## src/rtl/decoder_scan_seq.sv

```systemverilog
// Channel scan sequencer driving a 3-to-8 decoder (A/B/C select, G1/G2A_L/G2B_L enables).
// Ports: clock, reset, start, stop, mode, dwell[7:0], skip[7:0] in; a, b, c, g1, g2a_l, g2b_l, busy, done out.
module decoder_scan_seq (
  input  logic       clock,
  input  logic       reset,
  input  logic       start,
  input  logic       stop,
  input  logic       mode,
  input  logic [7:0] dwell,
  input  logic [7:0] skip,
  output logic       a,
  output logic       b,
  output logic       c,
  output logic       g1,
  output logic       g2a_l,
  output logic       g2b_l,
  output logic       busy,
  output logic       done
);

  typedef enum logic {
    IDLE   = 1'b0,
    ACTIVE = 1'b1
  } state_t;

  state_t     state;
  state_t     state_n;
  logic [2:0] chan;
  logic [2:0] chan_n;
  logic [7:0] cnt;
  logic [7:0] cnt_n;
  logic       mode_q;
  logic [7:0] dwell_q;
  logic [7:0] skip_q;
  logic       latch;
  logic       done_n;

  logic [7:0] dwell_eff;
  logic [2:0] first_in;
  logic [2:0] first_q;
  logic [2:0] next_hi;
  logic       has_hi;

  // A zero dwell still shows each channel for one cycle.
  assign dwell_eff = (dwell == 8'd0) ? 8'd1 : dwell;

  // Channel search: lowest clear bit of the incoming mask (for start),
  // lowest clear bit of the latched mask (for wrap), and the next clear
  // bit above the current channel (for advance). Downward loops leave
  // the lowest match as the final assignment.
  always_comb begin
    first_in = 3'd0;
    first_q  = 3'd0;
    next_hi  = 3'd0;
    has_hi   = 1'b0;
    for (int i = 7; i >= 0; i--) begin
      if (!skip[i]) begin
        first_in = 3'(i);
      end
      if (!skip_q[i]) begin
        first_q = 3'(i);
      end
      if (!skip_q[i] && (i > int'(chan))) begin
        next_hi = 3'(i);
        has_hi  = 1'b1;
      end
    end
  end

  always_comb begin
    state_n = state;
    chan_n  = chan;
    cnt_n   = cnt;
    latch   = 1'b0;
    done_n  = 1'b0;
    unique case (state)
      IDLE: begin
        if (start && !stop && (skip != 8'hFF)) begin
          state_n = ACTIVE;
          chan_n  = first_in;
          cnt_n   = dwell_eff;
          latch   = 1'b1;
        end
      end
      ACTIVE: begin
        if (stop) begin
          state_n = IDLE;
        end else if (cnt == 8'd1) begin
          if (has_hi) begin
            chan_n = next_hi;
            cnt_n  = dwell_q;
          end else if (mode_q) begin
            chan_n = first_q;
            cnt_n  = dwell_q;
          end else begin
            state_n = IDLE;
            done_n  = 1'b1;
          end
        end else begin
          cnt_n = cnt - 8'd1;
        end
      end
      default: begin
        state_n = IDLE;
      end
    endcase
  end

  // Outputs are registered from the next-state values so they move on
  // the same edge as the state/channel they describe.
  always_ff @(posedge clock) begin
    if (reset) begin
      state   <= IDLE;
      chan    <= 3'd0;
      cnt     <= 8'd0;
      mode_q  <= 1'b0;
      dwell_q <= 8'd1;
      skip_q  <= 8'h00;
      a       <= 1'b0;
      b       <= 1'b0;
      c       <= 1'b0;
      g1      <= 1'b0;
      g2a_l   <= 1'b1;
      g2b_l   <= 1'b1;
      busy    <= 1'b0;
      done    <= 1'b0;
    end else begin
      state <= state_n;
      chan  <= chan_n;
      cnt   <= cnt_n;
      if (latch) begin
        mode_q  <= mode;
        dwell_q <= dwell_eff;
        skip_q  <= skip;
      end
      a     <= (state_n == ACTIVE) ? chan_n[0] : 1'b0;
      b     <= (state_n == ACTIVE) ? chan_n[1] : 1'b0;
      c     <= (state_n == ACTIVE) ? chan_n[2] : 1'b0;
      g1    <= (state_n == ACTIVE);
      g2a_l <= (state_n != ACTIVE);
      g2b_l <= (state_n != ACTIVE);
      busy  <= (state_n == ACTIVE);
      done  <= done_n;
    end
  end

endmodule

```

## config.mk

```make
export PLATFORM = sky130hd
export DESIGN_NAME = decoder_scan_seq
export DESIGN_NICKNAME = d
export VERILOG_FILES = /design/src/rtl/decoder_scan_seq.sv
export SDC_FILE = /design/constraint.sdc
export NUM_CORES = 1
export LEC_CHECK = 0
export CAP_MARGIN = 10
export CORE_MARGIN = 3
export CORE_UTILIZATION = 49
export CTS_CLUSTER_DIAMETER = 60
export CTS_CLUSTER_SIZE = 20
export DETAILED_ROUTE_END_ITERATION = 10
export PLACE_DENSITY_LB_ADDON = 0.08
export SYNTH_ARGS = -nofsm -noshare
export SYNTH_HDL_FRONTEND = slang
export SYNTH_SLANG_ARGS = --single-unit
```

## constraint.sdc

```tcl
create_clock -name clock -period 2.75 [get_ports clock]
set_clock_uncertainty 0.1 [all_clocks]
set_input_delay 0.4125 -clock clock [delete_from_list [all_inputs] [get_ports clock]]
set_output_delay 0.4125 -clock clock [all_outputs]
set_load 0.005 [all_outputs]
```

-- Yosys cells after proc, flatten, opt, wreduce, memory -nomap -nowiden
Cells that the tools add are included.
- register bits after elaboration: 34
- bits of input ports: 21
- output and inout bits: 8
- logic and storage cells: 99
- add/subtract/negate cells: 1
- $lt $le $gt $ge: 7
- equality and inequality tests: 5
- muxes and demuxes: 51
- bitwise gates (word level): 3
- reductions and logical operators: 21
- operator list (kind ; count):
    3-bit 2-to-1 mux ; 28
    8-bit 2-to-1 mux ; 6
    8-bit one-hot mux with 2 select lines ; 1
    1-bit 2-to-1 mux ; 14
    3-bit > comparator, first input constant ; 4
    1-bit logical AND ; 9
    8-bit by 1-bit == test with 1-bit output, second input constant ; 1
    1-bit logical NOT ; 8
    8-bit logical NOT ; 1
    8-bit != test, second input constant ; 1
    8-bit by 1-bit subtractor with 8-bit output, second input constant ; 1
    2-bit by 3-bit > comparator with 1-bit output, first input constant ; 2
    3-bit one-hot mux with 2 select lines ; 1
    5-bit OR reduction ; 1
    2-bit != test, second input constant ; 2
    4-bit != test, second input constant ; 1
    1-bit by 3-bit > comparator with 1-bit output, first input constant ; 1
    1-bit NOT ; 3
    3-bit AND reduction ; 1
    1-bit one-hot mux with 2 select lines ; 1
    2-bit OR reduction ; 1

-- Logic depth before layout (Yosys ltp)
Gate-level depths: netlist (run 1).
- depth after elaboration: 15
- mapped depth: 9
- mapped depth without buffers: 8

-- Worst setup path after synthesis (run 1)
No wires, ideal clock.
- path type: reg-to-reg
- from: reg cnt[0]
- to: reg cnt[2]
- library setup time: 0.133 ns
- arrival: 1.808 ns
- required time: 2.517 ns
- slack: 0.708 ns
- cell stages (with the launch flop): 8
- cell sequence: dfxtp_1 -> ha_1 -> nor3b_2 -> nand2_2 -> o41ai_4 -> buf_6 -> a21o_1 -> a21oi_2
- cells in the longest elaborated chain, start to end: 4
- elaborated cells on any way between the ends: 7
- those cells by class: add/sub (1); eq/ne (2); mux (3); reduce/logical (1)
- RTL lines (element ; RTL line ; text):
    from (decl) ; 30 ; logic [7:0] cnt;
    from (signal assigned) ; 130 ; cnt <= cnt_n;
    8-bit by 1-bit subtractor with 8-bit output / 8-bit by 1-bit == test with 1-bit output (equally long branches) ; 100, 88 ;
    8-bit 2-to-1 mux ; 88 ; end else if (cnt == 8'd1) begin
    8-bit 2-to-1 mux ; 86 ; if (stop) begin
    8-bit one-hot mux with 2 select lines ; 76 ; unique case (state)
Several ways; a longest one is shown, not always the timed one. The select of a mux whose other input is x is not followed.
A chain may end at the register's enable or synchronous reset.

-- Final worst setup path (run 1)
- from: reg cnt[0]
- to: reg a
- cells in the longest elaborated chain, start to end: 6
- elaborated cells on any way between the ends: 9
- those cells by class: eq/ne (1); mux (6); bitwise (1); reduce/logical (1)
- RTL lines (element ; RTL line ; text):
    8-bit by 1-bit == test with 1-bit output * ; 88 ;
    1-bit 2-to-1 mux ; 88 ;
    1-bit 2-to-1 mux ; 86 ;
    1-bit one-hot mux with 2 select lines ; 76 ;
    1-bit NOT (no line) ; - ;
    2-bit OR reduction (no line) ; - ;
    to (signal assigned) ; 136 ; a <= (state_n == ACTIVE) ? chan_n[0] : 1'b0;
    to (decl) ; 11 ; output logic a,
Mark *: on every way between the ends. The rest lies on a longest branch, timed or not.

==> flow_summary_export.csv, run 1 <==
group,metric,value,unit
worst_setup_path,r2r_slack,300,ps
grt,grt_pass1_vias,1822,
worst_hold_path,hp-class,"reg2reg",
worst_setup_path,crit_fanout,8,
sta,slew_violations,0,
grt,grt_start_max_net_pins,22,
power_and_ir_drop,power.share.sequential,41.1,%
die,die_area,0.004813,mm²
grt,antenna_found_initial,0,
placement,hpwlAfterDp,3.507,mm
cts,cts_inserted_buffers,5,
worst_setup_path,cp.required,2810,ps
final_layout,fill_cells,339,
power_and_ir_drop,power_density,558.7,mW/mm²
sta,worst_slew_pin_slew,534.8,ps
final_layout,multi_input_comb_area,0.001161,mm²
yosys,synth.net_count,285,
sta,rsz0062_at_grt,"no",
placement,port_buffers,28,
detailed_routing,totalWireLength,4.976,mm
power_and_ir_drop,ir_worst_vdd,0.0003176,V
cts,cts.sinks,34,
cts,post-cts-setup-buffers,0,
die,core_area,0.003771,mm²
detailed_routing,num_vias,1918,
die,io_pins,29,
worst_setup_path,worst_setup_path_start_kind,"flip-flop",
final_layout,fin_cells,336,
detailed_routing,routed_via_density,5.708,
power_and_ir_drop,switchingPower,0.3574,mW
yosys,ys_seq_elements,34,
final_layout,syn2layout_area_growth,22.44,%
cts,clk_pin_slew,80,ps
sta,timing.hold.ws,358.5,ps
cts,cts_tree,"done",
yosys,avgSynthCellArea,7.512,µm²
yosys,syn_area,0.001968,mm²
yosys,synth_edf_count,0,
power_and_ir_drop,combinationalPowerShare,16.9,%
final_layout,nets,310,
worst_setup_path,crit_type,"reg2reg",
grt,grt_pass1_wl,8.562,mm
status,outcome,"complete, no violations",
final_layout,drive_above_1_share,10.42,%
cts,htreeDepth,2,
detailed_routing,first_pass_iters,4,
grt,grt_overflow,0,
power_and_ir_drop,p_sw_share,26.55,%
cts,root_buffer,"clkbuf_8",
placement,place_congestion,0.9183,
sta,hold_viol_final,0,
cts,clk-insertion-delay-late,290,ps
yosys,async_flop_share,0,%
die,die_w,69.38,µm
detailed_routing,postRouteAntennaNets,0,
die,die_h,69.38,µm
yosys,synthFlopType,"dfxtp_1",
final_layout,antenna_cells,0,
power_and_ir_drop,leakagePower,0.8458,nW
placement,placed_cells,328,
sta,post-route-period-util,89.04,%
worst_setup_path,endpoint_kind,"flip-flop",
worst_setup_path,arrival,2510,ps
cts,cts-resized-gates,0,
job,drv_cap,0,
final_layout,seq_area,680.7,µm²
detailed_routing,wl_per_cell,14.81,µm
sta,min_period,2449,ps
sta,setup_tns,0,ps
cts,clockBufferDepth,2,
sta,fmax,408.4,MHz
die,start_util,52.19,%
detailed_routing,drt_iter0_markers,177,
sta,setup_violations,0,
yosys,ys_seq_area_share,34.58,%
final_layout,final_util,63.90,%
power_and_ir_drop,p_int,0.9890,mW
cts,postCtsHoldBufs,0,
die,fp-row-count,22,
power_and_ir_drop,pwr-share-clk,42.0,%
detailed_routing,route.detailed.drc,0,
grt,grtUsageTotal,21.43,%
yosys,ys_types,50,
sta,timing.slew.headroom,64.11,%
yosys,ys_warn_count,0,
yosys,syn-instance-count,262,
## cells in the mapped netlist, types with 6 or more instances
| cell type | number | area (µm²) |
|---|---|---|
| a21oi_1 | 29 | 145.1 |
| a211oi_1 | 6 | 45.04 |
| inv_1 | 9 | 33.78 |
| nor2_1 | 17 | 63.81 |
| o21ai_0 | 12 | 60.06 |
| nand2_1 | 52 | 195.2 |
| nor2b_1 | 9 | 56.30 |
| dfxtp_1 | 34 | 680.7 |
| clkbuf_1 | 10 | 37.54 |
| a31oi_1 | 6 | 37.54 |
| nor3_1 | 8 | 40.04 |
## state kept, by name, indices dropped and copies added (netlist names)
signal and cells:
cnt 8, dwell_q 8, skip_q 8, chan 3
a 1, b 1, c 1, done 1
g2b_l 1, mode_q 1, state 1
## metrics by stage
step / cell area, µm² / total power [mW] / worst slack [ps]
after floorplan: 1968 / 0.7070 / 708.4
after CTS: 2410 / 1.348 / 326.7
final: 2410 / 1.346 / 301.3
after global routing: 2410 / 1.405 / 154.2
after global placement: 2272 / 0.7853 / 291.1
after detailed placement: 2272 / 0.7885 / 255.8
## logic make-up after synthesis
kind of cell	after synthesis	synth area share [%]
xor+xnor	3	1.335
compound gates	86	29.69
flops	34	34.58
buf+inv	27	6.421
fa+ha+maj	2	1.271
simple gates	110	26.70
## power groups by stage
| stage | logic (mW) | clock network [mW] | registers [mW] |
|---|---|---|---|
| detailed placement | 0.225 | 0 | 0.564 |
| CTS | 0.227 | 0.569 | 0.552 |
| floorplan | 0.157 | 0 | 0.550 |
| global placement | 0.222 | 0 | 0.563 |
| finish | 0.227 | 0.565 | 0.554 |
| global route | 0.254 | 0.593 | 0.558 |
## area by class of cell
| cell class | count | area share [%] |
|---|---|---|
| inverter | 10 | 1.558 |
| clock buffer | 5 | 2.856 |
| clock inverter | 3 | 2.856 |
| sequential | 34 | 28.25 |
| multi-input combinational | 201 | 48.18 |
| timing repair buffer | 35 | 13.81 |
| tap | 48 | 2.492 |
## metal layers
metal  up-vias  global-route usage, %  wire [µm]
met1       875                  30.29       2484
met2        50                  31.99       2122
met5         -                      0          0
met4         0                  7.375         86
li1        983                      -          -
met3        10                  4.783        283
## critical path: stages (launching register included)
cell      delay (ps)
dfxtp_1          500
ha_1             260
nor3b_2          380
nand4_1          270
and3_1           270
a311oi_1         440
nor2_1            90
## cell usage in the layout (no fill, tap or decap), drive strengths merged, types with 2 or more instances in the layout
| cell type | instances |
|---|---|
| clkbuf | 5 |
| bufinv | 2 |
| a211o | 3 |
| nand2 | 54 |
| and2 | 3 |
| nand3 | 3 |
| a21o | 4 |
| o211ai | 3 |
| ha | 2 |
| inv | 10 |
| dfxtp | 34 |
| nor2 | 17 |
| nand4 | 4 |
| nand2b | 2 |
| nor3 | 10 |
| clkdlybuf4s50 | 28 |
| nor2b | 9 |
| o22ai | 2 |
| a221oi | 2 |
| a21oi | 33 |
| nor4 | 3 |
| buf | 7 |
| a211oi | 7 |
| a31oi | 6 |
| o21ai | 13 |
| xnor2 | 2 |
| a311oi | 3 |
## path summary, 6_finish.rpt
kind,start,endpoint,cells after the start
worst max register to register,cnt[0]$_SDFFE_PP0P_,a$_SDFF_PP0_,6
worst min-delay path,dwell_q[1]$_SDFFE_PP0P_,dwell_q[1]$_SDFFE_PP0P_,2
worst min register to register,dwell_q[1]$_SDFFE_PP0P_,dwell_q[1]$_SDFFE_PP0P_,2
worst max-delay path,cnt[0]$_SDFFE_PP0P_,a$_SDFF_PP0_,6
(Power assumes the default switching activity.)
==> run 2, diff against run 1 <==
--- a/config.mk
+++ b/config.mk
@@ -12,6 +12,7 @@
 export CTS_CLUSTER_SIZE = 20
 export DETAILED_ROUTE_END_ITERATION = 10
 export PLACE_DENSITY_LB_ADDON = 0.08
+export RECOVER_POWER = 25
 export SYNTH_ARGS = -nofsm -noshare
 export SYNTH_HDL_FRONTEND = slang
 export SYNTH_SLANG_ARGS = --single-unit
==> run 2 against run 1 <==
  * Global-route usage unchanged
  * Cell area did not move
  * Via count stayed put
  * First-iteration DRC count unchanged
  * Combinational power barely moved
  * Clock power hardly changed
  * Worst setup slack is essentially flat
  * Utilization is the same
  * Sequential cell count did not move
  * Non-clock buffer count is the same
  * Maximum frequency is essentially flat
  * Register-to-register slack hardly changed
==> flow_summary_export.csv, run 2 (same netlist as run 1, synthesis figures left out) <==
group,metric,value,unit
status,outcome,"complete, no violations",
final_layout,fin_cells,336,
cts,cts.sinks,34,
placement,port_buffers,28,
die,die_area,0.004813,mm²
final_layout,final_cell_mix,"52 x nand2_1, 34 x dfxtp_1, 29 x a21oi_1, 21 x clkdlybuf4s50_1, 17 x nor2_1",
power_and_ir_drop,leakagePower,0.8558,nW
sta,worst_slew_pin_slew,534.8,ps
grt,grt_pass1_vias,1822,
cts,postCtsHoldBufs,0,
die,die_w,69.38,µm
cts,root_buffer,"clkbuf_8",
power_and_ir_drop,pwr-share-clk,42.0,%
grt,top_usage_layer,"met2",
detailed_routing,drt_iter0_markers,177,
worst_setup_path,worst_setup_path_start_kind,"flip-flop",
cts,cts_tree,"done",
worst_hold_path,hp-class,"reg2reg",
placement,hpwlAfterDp,3.507,mm
worst_setup_path,endpoint_kind,"flip-flop",
cts,clockBufferDepth,2,
grt,met3_usage,4.783,%
detailed_routing,wl_per_cell,14.81,µm
cts,htreeDepth,2,
die,fp-row-count,22,
sta,min_period,2449,ps
die,core_area,0.003771,mm²
sta,setup_tns,0,ps
sta,fmax,408.3,MHz
final_layout,nets,310,
detailed_routing,first_pass_iters,4,
grt,grt_start_max_net_pins,22,
cts,post-cts-setup-buffers,0,
die,start_util,52.19,%
grt,grtUsageTotal,21.43,%
grt,grt_pass1_wl,8.562,mm
placement,placed_cells,328,
job,drv_cap,0,
cts,clk_pin_slew,80,ps
power_and_ir_drop,power.share.sequential,41.2,%
grt,grt_overflow,0,
final_layout,syn2layout_area_growth,22.44,%
final_layout,antenna_cells,0,
sta,timing.slew.headroom,64.11,%
power_and_ir_drop,switchingPower,0.3573,mW
detailed_routing,routed_via_density,5.708,
sta,post-route-period-util,89.06,%
cts,cts-resized-gates,0,
worst_setup_path,cp.required,2810,ps
final_layout,reg_top3,"cnt: 8 flops, dwell_q: 8 flops, skip_q: 8 flops",
detailed_routing,num_vias,1918,
final_layout,drive_above_1_share,10.42,%
cts,cts_inserted_buffers,5,
sta,setup_violations,0,
grt,met1_usage,30.29,%
power_and_ir_drop,p_sw_share,26.56,%
grt,grt.met2_usage,31.99,%
die,die_h,69.38,µm
sta,rsz0062_at_grt,"no",
worst_setup_path,crit_fanout,8,
power_and_ir_drop,p_int,0.9878,mW
cts,clk-insertion-delay-late,290,ps
detailed_routing,totalWireLength,4.975,mm
die,io_pins,29,
grt,antenna_found_initial,0,
detailed_routing,postRouteAntennaNets,0,
worst_setup_path,arrival,2510,ps
placement,place_congestion,0.9183,
final_layout,mostFrequentLayoutCell,"nand2_1",
power_and_ir_drop,combinationalPowerShare,16.8,%
power_and_ir_drop,ir_worst_vdd,0.0003176,V
final_layout,final_util,63.90,%
detailed_routing,route.detailed.drc,0,
power_and_ir_drop,power_density,558.2,mW/mm²
worst_setup_path,crit_type,"reg2reg",
sta,slew_violations,0,
sta,hold_viol_final,0,
run 2: layer usage:
layer | part of all wire (%) | wire [µm]
met2 | 43 | 2121
met1 | 50 | 2484
met5 | 0 | 0
met4 | 1.7 | 86
met3 | 5.7 | 283
run 2: cell type report:
| class | instances | area [µm²] |
|---|---|---|
| Fill cell | 339 | 1361 |
| Multi-Input combinational cell | 201 | 1161 |
| Sequential cell | 34 | 680.7 |
| Timing Repair Buffer | 35 | 332.8 |
| Clock buffer | 5 | 68.82 |
| Clock inverter | 3 | 68.82 |
| Tap cell | 48 | 60.06 |
| Inverter | 10 | 37.54 |
run 2: power groups by stage:
stage	sequential [mW]	clock (mW)	combinational, mW
after global placement	0.563	0	0.222
after CTS	0.552	0.569	0.227
final	0.554	0.565	0.226
after floorplan	0.550	0	0.157
after global routing	0.558	0.593	0.253
after detailed placement	0.564	0	0.225
run 2: path summary, 6_finish.rpt:
kind                                              start                       to  slack, ps  depth (start not counted)
worst max-delay path                cnt[0]$_SDFFE_PP0P_             a$_SDFF_PP0_        300                          6
worst min-delay path            dwell_q[1]$_SDFFE_PP0P_  dwell_q[1]$_SDFFE_PP0P_        360                          2
worst max register to register      cnt[0]$_SDFFE_PP0P_             a$_SDFF_PP0_        300                          6
worst min register to register  dwell_q[1]$_SDFFE_PP0P_  dwell_q[1]$_SDFFE_PP0P_        360                          2
run 2: through the flow:
stage	area, µm²	total power [mW]	hold slack [ps]	setup WS (ps)
CTS	2410	1.348	361.0	326.7
detailed placement	2272	0.7885	346.2	255.8
finish	2410	1.345	358.5	301.0
floorplan	1968	0.7070	329.9	708.4
global route	2410	1.404	380.1	154.2
global placement	2272	0.7853	343.3	291.1
run 2: critical path: stages (launching register included):
cell and delay [ps]:
dfxtp_1 500, ha_1 260, nor3b_2 380, nand4_1 270, and3_1 270, a311oi_1 440, nor2_1 90
==> run 3, diff against run 2 <==
--- a/config.mk
+++ b/config.mk
@@ -8,6 +8,7 @@
 export CAP_MARGIN = 10
 export CORE_MARGIN = 3
 export CORE_UTILIZATION = 49
+export CTS_BUF_LIST = sky130_fd_sc_hd__clkbuf_16
 export CTS_CLUSTER_DIAMETER = 60
 export CTS_CLUSTER_SIZE = 20
 export DETAILED_ROUTE_END_ITERATION = 10
==> run 3 against run 2 <==
  * Wire length decreased by 0.88%
  * Worst hold slack worse by 1.8 ps
  * Sequential power about the same
  * Critical path type unchanged
  * Via count about the same
  * Register-to-register slack about the same
  * Critical endpoint unchanged
  * Maximum frequency shrank 0.38%
  * First-iteration DRC count down 1.7%
  * Clock power grew 31%
  * Count of clock-buffer cells in the layout unchanged
==> flow_summary_export.csv, run 3 (same netlist as run 1, synthesis figures left out) <==
group,metric,value,unit
sta,setup_violations,0,
detailed_routing,num_vias,1917,
worst_hold_path,hold_end,"dwell_q[1]$_SDFFE_PP0P_",
final_layout,fill_cells,330,
worst_setup_path,cpMaxStageDelayCell,"dfxtp_1",
detailed_routing,wl_per_cell,14.68,µm
die,fp-row-count,22,
worst_setup_path,crit_chain,"ha_1 -> nor3b_2 -> nand4_1 -> and3_1 -> a311oi_1 -> nor2_1",
cts,cts_tree,"done",
worst_setup_path,crit_fanout,8,
cts,root_buffer,"clkbuf_16",
worst_setup_path,crit_buf_inv,0,
detailed_routing,drt_iter0_markers,174,
cts,clockBufferDepth,2,
detailed_routing,postRouteAntennaNets,0,
die,die_area,0.004813,mm²
sta,rsz0062_at_grt,"no",
grt,grtUsageTotal,21.04,%
power_and_ir_drop,power_density,615.5,mW/mm²
worst_setup_path,arrival,2500,ps
final_layout,syn2layout_area_growth,25.30,%
detailed_routing,totalWireLength,4.931,mm
die,io_pins,29,
worst_setup_path,endpoint_kind,"flip-flop",
power_and_ir_drop,leakagePower,0.8814,nW
worst_setup_path,r2r-start,"cnt[0]$_SDFFE_PP0P_",
sta,timing.slew.headroom,64.24,%
cts,post-cts-setup-buffers,0,
worst_setup_path,max_stage_delay,490,ps
worst_hold_path,hold-path-cell-count,2,
final_layout,drive_above_1_share,10.42,%
detailed_routing,routed_via_density,5.705,
sta,fin_ws,291.6,ps
grt,grt_pass1_vias,1784,
placement,dp_slack,255.8,ps
sta,fmax,406.8,MHz
die,die_h,69.38,µm
power_and_ir_drop,ir_worst_vdd,0.0003442,V
final_layout,nets,310,
placement,hpwlAfterDp,3.507,mm
grt,grt_start_max_net_pins,22,
status,outcome,"complete, no violations",
final_layout,final_cell_mix,"52 x nand2_1, 34 x dfxtp_1, 29 x a21oi_1, 21 x clkdlybuf4s50_1, 17 x nor2_1",
cts,htreeDepth,2,
cts,cts.sinks,34,
cts,cts-resized-gates,0,
grt,grt_pass1_wl,8.383,mm
final_layout,reg_top3,"cnt: 8 flops, dwell_q: 8 flops, skip_q: 8 flops",
grt,antenna_found_initial,0,
die,start_util,52.19,%
die,die_w,69.38,µm
job,drv_cap,0,
cts,clk-insertion-delay-late,280,ps
worst_hold_path,hp-class,"reg2reg",
cts,postCtsHoldBufs,0,
worst_setup_path,r2r_end,"a$_SDFF_PP0_",
detailed_routing,route.detailed.drc,0,
power_and_ir_drop,combinationalPowerShare,14.8,%
sta,worst_slew_pin_slew,532.9,ps
power_and_ir_drop,p_sw_share,24.50,%
worst_setup_path,crit_family,"simple AND/OR/NAND/NOR gates",
sta,post-route-period-util,89.40,%
power_and_ir_drop,switchingPower,0.3719,mW
die,core_area,0.003771,mm²
worst_setup_path,cp.required,2790,ps
power_and_ir_drop,pwr-share-clk,48.7,%
power_and_ir_drop,p_int,1.146,mW
placement,place_congestion,0.9183,
sta,hold_viol_final,0,
cts,cts_inserted_buffers,5,
sta,min_period,2458,ps
worst_setup_path,crit_type,"reg2reg",
sta,slew_violations,0,
power_and_ir_drop,power.total,1.518,mW
worst_setup_path,r2r_slack,290,ps
detailed_routing,first_pass_iters,4,
final_layout,mostFrequentLayoutCell,"nand2_1",
sta,setup_tns,0,ps
grt,grt_overflow,0,
worst_setup_path,reg2regPathDepth,6,
worst_setup_path,worst_setup_path_start_kind,"flip-flop",
cts,clk_pin_slew,60,ps
power_and_ir_drop,power.share.sequential,36.5,%
final_layout,antenna_cells,0,
placement,port_buffers,28,
worst_hold_path,worstHoldStart,"dwell_q[1]$_SDFFE_PP0P_",
[run 3: power by group through the flow]
stage / Combinational, mW / Clock [mW] / Sequential (mW)
6_report: 0.225 / 0.738 / 0.554
5_1_grt: 0.251 / 0.768 / 0.558
4_1_cts: 0.226 / 0.745 / 0.553
3_5_place_dp: 0.225 / 0 / 0.564
3_3_place_gp: 0.222 / 0 / 0.563
2_1_floorplan: 0.157 / 0 / 0.550
[run 3: metal layers]
layer / part of all wire (%) / vias up / track usage (%)
met5: 0 / - / 0
met4: 1.7 / 0 / 7.375
met3: 5.0 / 9 / 4.783
li1: - / 989 / -
met2: 43 / 54 / 31.25
met1: 50 / 865 / 29.76
[run 3: cell type report]
class / count / area [µm²] / area share (%)
clock buffers: 5 / 125.1 / 5.074
clock inverters: 3 / 68.82 / 2.790
inverters: 10 / 37.54 / 1.522
multi-input cells: 201 / 1161 / 47.08
flip-flops and latches: 34 / 680.7 / 27.60
well taps: 48 / 60.06 / 2.435
repair buffers: 35 / 332.8 / 13.50
[run 3: metrics by stage]
| stage | utilization, % | instance area [µm²] | hold WS (ps) | cells |
|---|---|---|---|---|
| 2_1_floorplan | - | 1968 | 329.9 | 262 |
| 3_3_place_gp | 60.25 | 2272 | 343.3 | 328 |
| 3_5_place_dp | 60.25 | 2272 | 346.2 | 328 |
| 4_1_cts | 65.39 | 2466 | 358.5 | 336 |
| 5_1_grt | 65.39 | 2466 | 376.9 | 336 |
| 6_report | 65.39 | 2466 | 356.7 | 336 |
[run 3: worst max path at each step]
stage                                    from                  end  slack, ps  cells past startpoint
final                     cnt[0]$_SDFFE_PP0P_         a$_SDFF_PP0_        290                      6
after global routing      cnt[0]$_SDFFE_PP0P_         a$_SDFF_PP0_        150                      6
after CTS                 cnt[0]$_SDFFE_PP0P_         a$_SDFF_PP0_        330                      6
after detailed placement                 stop         a$_SDFF_PP0_        260                      7
after global placement                   stop         a$_SDFF_PP0_        290                      7
after floorplan           cnt[0]$_SDFFE_PP0P_  cnt[2]$_SDFFE_PP0P_        710                      7
[run 3: tightest hold or removal path, stage by stage (launching register included)]
cell     delay (ps)
dfxtp_1         310
nand2_1          50
a21oi_1          50
